==> src/rtl/msg_pkg.sv <==
// Shared types and constants for the message loader and core parity checks.
// Holds the loader FSM state encoding, pad/delimiter bytes and parity helper.
package msg_pkg;

    typedef enum logic [1:0] {
        IDLE = 2'd0,
        LOAD = 2'd1,
        PAD  = 2'd2,
        DONE = 2'd3
    } loader_state_t;

    localparam logic [7:0] SPACE_CHAR_DEFAULT = 8'h20;
    localparam logic [7:0] DELIM_CHAR         = 8'h00;

    // Even parity over the 7 data bits of an ASCII byte.
    function automatic logic parity7(input logic [6:0] d);
        return ^d;
    endfunction

endpackage

==> src/rtl/msg_loader.sv <==
// Streaming message loader: writes source bytes into a memory region and
// pads with SPACE_CHAR on early end. Optional macro MSG_LOADER_PARITY_EN.
module msg_loader
    import msg_pkg::*;
#(
    parameter logic [7:0] SPACE_CHAR = SPACE_CHAR_DEFAULT
) (
    input  logic       Clk,
    input  logic       Reset,
    input  logic       Start,
    input  logic [7:0] BaseAddr,
    input  logic [7:0] Length,
    input  logic       InValid,
    input  logic [7:0] InData,
    input  logic       InLast,
    output logic       InReady,
    output logic       MemWriteEn,
    output logic [7:0] MemAddress,
    output logic [7:0] MemDataIn,
    output logic       Busy,
    output logic       Done,
    output logic [7:0] Count
);

    loader_state_t r_state;
    loader_state_t w_next;

    logic [7:0] r_base;
    logic [7:0] r_len;
    logic [7:0] r_count;
    logic       r_we;
    logic [7:0] r_addr;
    logic [7:0] r_data;

    logic       w_accept;
    logic       w_pad_wr;
    logic       w_wr;
    logic       w_last_byte;
    logic       w_start_ok;
    logic [7:0] w_wbyte;
    logic [7:0] w_wdata;

    assign w_last_byte = ((r_count + 8'd1) == r_len);
    assign w_start_ok  = (r_state == IDLE) && Start;
    assign w_wr        = w_accept | w_pad_wr;

    assign MemWriteEn  = r_we;
    assign MemAddress  = r_addr;
    assign MemDataIn   = r_data;
    assign Count       = r_count;

    // State register; reset aborts any load in flight.
    always_ff @(posedge Clk or posedge Reset) begin
        if (Reset) begin
            r_state <= IDLE;
        end else begin
            r_state <= w_next;
        end
    end

    // Next-state decode; reaching Length outranks InLast.
    always_comb begin
        w_next = r_state;
        unique case (r_state)
            IDLE: begin
                if (Start) begin
                    w_next = (Length == 8'd0) ? DONE : LOAD;
                end
            end
            LOAD: begin
                if (w_accept) begin
                    if (w_last_byte) begin
                        w_next = DONE;
                    end else if (InLast) begin
                        w_next = PAD;
                    end
                end
            end
            PAD: begin
                if (w_last_byte) begin
                    w_next = DONE;
                end
            end
            DONE: begin
                w_next = IDLE;
            end
        endcase
    end

    // Output decode; InReady depends on state only.
    always_comb begin
        InReady  = (r_state == LOAD);
        Busy     = (r_state != IDLE);
        Done     = (r_state == DONE);
        w_accept = (r_state == LOAD) && InValid;
        w_pad_wr = (r_state == PAD);
        w_wbyte  = w_pad_wr ? SPACE_CHAR : InData;
`ifdef MSG_LOADER_PARITY_EN
        w_wdata  = {parity7(w_wbyte[6:0]), w_wbyte[6:0]};
`else
        w_wdata  = w_wbyte;
`endif
    end

    // Registered write port, region capture and byte counter.
    always_ff @(posedge Clk or posedge Reset) begin
        if (Reset) begin
            r_base  <= 8'd0;
            r_len   <= 8'd0;
            r_count <= 8'd0;
            r_we    <= 1'b0;
            r_addr  <= 8'd0;
            r_data  <= 8'd0;
        end else begin
            r_we <= w_wr;
            if (w_wr) begin
                r_addr  <= r_base + r_count;
                r_data  <= w_wdata;
                r_count <= r_count + 8'd1;
            end
            if (w_start_ok) begin
                r_base  <= BaseAddr;
                r_len   <= Length;
                r_count <= 8'd0;
            end
        end
    end

endmodule
==> config.mk <==
export PLATFORM = sky130hd
export DESIGN_NAME = msg_loader
export DESIGN_NICKNAME = d
export VERILOG_FILES = /design/src/rtl/msg_pkg.sv /design/src/rtl/msg_loader.sv
export SDC_FILE = /design/constraint.sdc
export NUM_CORES = 1
export LEC_CHECK = 0
export BUFFER_PORTS_ARGS = -buffer_cell sky130_fd_sc_hd__buf_4
export CAP_MARGIN = 25
export CORE_MARGIN = 2
export CORE_UTILIZATION = 50
export CTS_BUF_LIST = sky130_fd_sc_hd__clkbuf_8
export CTS_CLUSTER_DIAMETER = 200
export CTS_CLUSTER_SIZE = 30
export DETAILED_ROUTE_END_ITERATION = 10
export PLACE_DENSITY_LB_ADDON = 0.08
export SYNTH_ARGS = -nofsm -noshare
export SYNTH_HDL_FRONTEND = slang
export SYNTH_SLANG_ARGS = --single-unit
==> constraint.sdc <==
create_clock -name Clk -period 1.98 [get_ports Clk]
set_clock_uncertainty 0.05 [all_clocks]
set_input_delay 0.198 -clock Clk [delete_from_list [all_inputs] [get_ports Clk]]
set_output_delay 0.198 -clock Clk [all_outputs]
set_load 0.005 [all_outputs]
# Word level (Yosys, flattened, before mapping)
# Cells that the tools add are included.
# word_totals
ff_bits,43
latch_bits,0
mem_bits_rw,0
rom_bits,0
in_bits,29
wordCells,35
n_memories,0
# classes
add_sub_neg,2
multipliers,0
div,0
order_cmp,0
n_eq_ne,8
shift,0
n_mux,10
bitwise_logic,1
n_reduce_logical,7
# op_table
cell,count
two-way mux 8 bit,3
two-way mux 2 bit,6
adder 8 x 1 -> 8 bit (second input constant),1
adder 8 bit,1
== test 8 bit,1
zero test 8 bit,1
case mux 2 bit (4 select lines),1
== test 2 bit (second input constant),2
!= test 2 x 1 -> 1 bit (second input constant),2
AND reduction 4 bit,1
nonzero test 2 bit,2
!= test 3 x 2 -> 1 bit (second input constant),1
== test 2 x 1 -> 1 bit (second input constant),1
logical AND 1 bit,2
zero test 2 bit,1
!= test 2 bit (second input constant),1
OR 1 bit,1

# Longest topological paths before layout
# logic_depth
depth_word,5
mapped_depth,9
ltp_nobuf,9

# Worst setup path before layout
# No wires, ideal clock.
# synth_timing
path_kind,register to register
from,"register r_count[0], in the netlist Count[0]"
to,"register r_addr[6], in the netlist MemAddress[6]"
setup_time_ns,0.086
arrival_time_ns,1.874
t_required_ns,1.844
slack_ns,-0.030
stages_incl_launch_ff,10
path_buffers,0
synth_period_minus_slack_ns,2.010
path_cell_list,dfrtp_1 ha_1 inv_1 fa_1 nor2b_1 o21ai_0 a21boi_0 o21ai_0 nor4b_1 nor3_1
# synth_via
elab_chain_len,1
# synth_lines
element,line_no,rtl
start: declaration,msg_loader.sv:30,logic [7:0] r_count;
start signal: assignment,msg_loader.sv:119,r_count <= r_count + 8'd1;
adder 8 bit,msg_loader.sv:117,r_addr <= r_base + r_count;
end signal: assignment,msg_loader.sv:117,
end: declaration,msg_loader.sv:32,logic [7:0] r_addr;
# No other way between the ends.
# A chain may end at the register's enable or synchronous reset.

# Worst setup path after layout
# layout_timing
from,"register r_count[0], in the netlist Count[0]"
to,register r_state[0]
# layout_via
elab_chain_len,5
# layout_lines
element,line_no,rtl
adder 8 x 1 -> 8 bit (*),msg_loader.sv:43,assign w_last_byte = ((r_count + 8'd1) == r_len);
== test 8 bit (*),msg_loader.sv:43,
two-way mux 2 bit,msg_loader.sv:72,if (w_last_byte) begin
two-way mux 2 bit,msg_loader.sv:71,if (w_accept) begin
case mux 2 bit (4 select lines),msg_loader.sv:64,unique case (r_state)
end signal: assignment,msg_loader.sv:57,r_state <= w_next;
end: declaration,msg_loader.sv:25,loader_state_t r_state;
# Mark *: on every way between the ends. The rest lies on a longest branch, timed or not. The select of a mux whose other input is x is not followed.

==> impl_metrics.toml <==
[outcome]
status = "complete, no violations"

[routing]
drc = 0
ant_nets = 0
vias = 1966
totalWireLength_um = 5300
drt_iter0_drc = 71
firstDrtPassIters = 4
vias_per_cell = 5.34
wl_per_cell_um = 14.4

[hold_path]
hp-class = "in2reg"
whs_path_depth = 3
worstHoldStart = "BaseAddr[1]"
holdPathEnd = "r_base[1]$_DFFE_PP0P_"

[worst_setup_path]
cp_slowest_cell = "dfrtp_2"
crit_chain = "buf_6, ha_4, nand3_4, or2_4, a2bb2oi_2, nor4_4, nor3_1, a211oi_1"
crit_type = "reg2reg"
end_kind = "flop"
critPathMaxStageDelay_ns = 0.41
regToRegSetupSlack_ns = 0.006
worst_setup_path_start_kind = "flop"
crit_required_ns = 2.14
r2r_cells = 8
crit_arrival_ns = 2.13
r2r_end = "r_state[0]$_DFFE_PP0P_"
worst-path-max-fanout = 6
reg2reg_from = "Count[0]$_DFFE_PP0P_"

[synthesis]
synth_compound_area_frac = 0.110
synth-edff-count = 0
synth-simple-area-share = 0.176
synth_adder_area_share = 0.0779
ys.flop_type = "dfrtp_1"
async_flop_share = 1.00
yosys_warnings = 0
synth.area.mux_share = 0.0715
seq_area_frac_synth = 0.459
synth.avg_cell_area_um2 = 9.97
synthXorXnorAreaFrac = 0.0710
syn_inst = 235
yosysUniqueCellTypes = 45
syn_area_um2 = 2340
ys_ff_latch = 43
synth_top_family_by_area = "simple AND/OR/NAND/NOR gates"
syn_nets = 278

[cts]
cts_buffers = 5
cts_root_buffer = "clkbuf_8"
cts_tree = "yes"
htreeDepth = 2
clkLatencyLatePin_ns = 0.30
clk_pin_slew_ns = 0.08
clk_path_buf_depth = 2
cts_sinks = 43

[cells_and_area]
fin_nets = 359
most-common-layout-cells = "buf_4, dfrtp_1, nand2_1"
synthToLayoutAreaGrowth_pct = 38.0
final_common_cell = "buf_4"
diodes = 0
drive_gt1_frac = 0.405

[die]
io-pin-count = 57
fp-row-count = 24
dieArea_um2 = 5250
core_um2 = 4440
die_h_um = 72.5
die_w_um = 72.5
start_util = 0.527

[sta]
max_slew_margin = 0.437
final.setup.worst_slack_ns = 0.00550
max_freq_mhz = 506
hold_viol = 0
fin_crit_sh = 0.997
finalCriticalPeriod_ns = 1.97
rsz0062_at_grt = "true"
setup-tns-final_ns = 0
setup_viol = 0
tightestPinTransition_ns = 0.840
slew_viol_final = 0

[placed_design]
dpl_worst_slack_ns = -0.0741
place_congestion = 0.770
io_buffers = 56
dp_hpwl_um = 3820

[global_routing]
grt_max_degree = 27
grt_use_total = 0.209
grt.overflow.total = 0
grt_pass1_wl_um = 8540
antenna_found_initial = 0
grt_pass1_vias = 1904

[power]
p_leak_nw = 1.50
p_per_area_nw_per_um2 = 1480
ir_drop_uv = 728

[flow_run]
maxCapViolCount = 0
-- metrics by stage --
| stage | hold slack (ns) | total power, mW | instances | util | area [um^2] |
|---|---|---|---|---|---|
| 2_1_floorplan | 0.265 | 2.95 | 235 | - | 2340 |
| 6_report | 0.0655 | 4.80 | 368 | 0.727 | 3230 |
| 3_3_place_gp | 0.255 | 3.84 | 357 | 0.669 | 2970 |
| 3_5_place_dp | 0.258 | 3.90 | 357 | 0.669 | 2970 |
| 4_1_cts | 0.0590 | 4.66 | 367 | 0.706 | 3140 |
| 5_1_grt | 0.0733 | 5.17 | 368 | 0.727 | 3230 |
-- cells in the mapped netlist (2+ instances only) --
| cell | count | area (um^2) |
|---|---|---|
| nor3_1 | 4 | 20.0 |
| xnor2_1 | 12 | 105 |
| nor2_1 | 15 | 56.3 |
| and2_1 | 2 | 12.5 |
| or3_1 | 3 | 18.8 |
| a21oi_1 | 20 | 100 |
| o21ai_0 | 11 | 55.1 |
| nand2_1 | 34 | 128 |
| inv_1 | 13 | 48.8 |
| dfrtp_1 | 43 | 1080 |
| ha_1 | 13 | 163 |
| mux2_2 | 14 | 158 |
| nor4_1 | 3 | 18.8 |
| or3_2 | 2 | 15.0 |
| nor2b_1 | 2 | 12.5 |
| nand4_1 | 2 | 12.5 |
| nand3_2 | 2 | 20.0 |
| xor2_1 | 7 | 61.3 |
| a21o_1 | 2 | 15.0 |
| clkbuf_1 | 5 | 18.8 |
| nand3b_1 | 2 | 15.0 |
-- worst max-delay path by stage --
stage,from,end,slack [ns],cells past startpoint
after floorplan,r_state[1]$_DFFE_PP0P_,MemAddress[2]$_DFFE_PP0P_,0.02,9
after global placement,Count[1]$_DFFE_PP0P_,MemAddress[7]$_DFFE_PP0P_,-0.04,7
after detailed placement,Count[0]$_DFFE_PP0P_,r_state[0]$_DFFE_PP0P_,-0.07,9
after CTS,Count[0]$_DFFE_PP0P_,r_state[0]$_DFFE_PP0P_,-0.03,9
after global routing,Count[0]$_DFFE_PP0P_,r_state[0]$_DFFE_PP0P_,-0.06,9
final,Count[0]$_DFFE_PP0P_,r_state[0]$_DFFE_PP0P_,0.006,8
-- timing repair --
item	4_1_cts	5_1_grt
setup endpoints to repair	4	6
hold endpoints to repair	22	0
buffers inserted	2	1
resized for setup	10	20
pin swaps	6	12
hold buffers	1	0
-- worst max-delay path: cells and delay by family (launching register included) --
kind	cells	cell delay, ns
compound gates	2	0.38
fa+ha+maj	1	0.14
buf+inv	1	0.12
flops	1	0.41
simple gates	4	0.79
-- flip-flops by register name (all words and copies together), names as in the netlist --
| name | cells |
|---|---|
| MemWriteEn | 1 |
| r_len | 8 |
| Count | 8 |
| MemAddress | 8 |
| r_base | 8 |
| r_state | 2 |
| MemDataIn | 8 |
-- layer usage --
metal,share of wire,track usage
met5,0,0
met4,0.017,0.0741
met3,0.037,0.0444
met2,0.50,0.354
met1,0.45,0.267
-- area by class of cell --
class / instances / area, um^2
timing repair buffer: 81 / 634
sequential: 43 / 1080
tap: 52 / 65.1
fill: 354 / 1210
multi-input combinational: 171 / 1300
clock inverter: 2 / 33.8
inverter: 14 / 52.6
clock buffer: 5 / 68.8
-- power breakdown --
part | internal, mW | switching, mW
clock network | 0.365 | 0.296
registers | 1.27 | 0.278
logic | 1.39 | 1.20
total | 3.03 | 1.77
-- cell families (layout without fill, tap and decap cells) --
logic type      after synthesis  count (layout)
xor+xnor                     19              19
flops                        43              43
fa+ha+maj                    14              14
compound gates               43              43
simple gates                 80              80
buf+inv                      21             102
mux                          15              15
(Power assumes the default switching activity.)
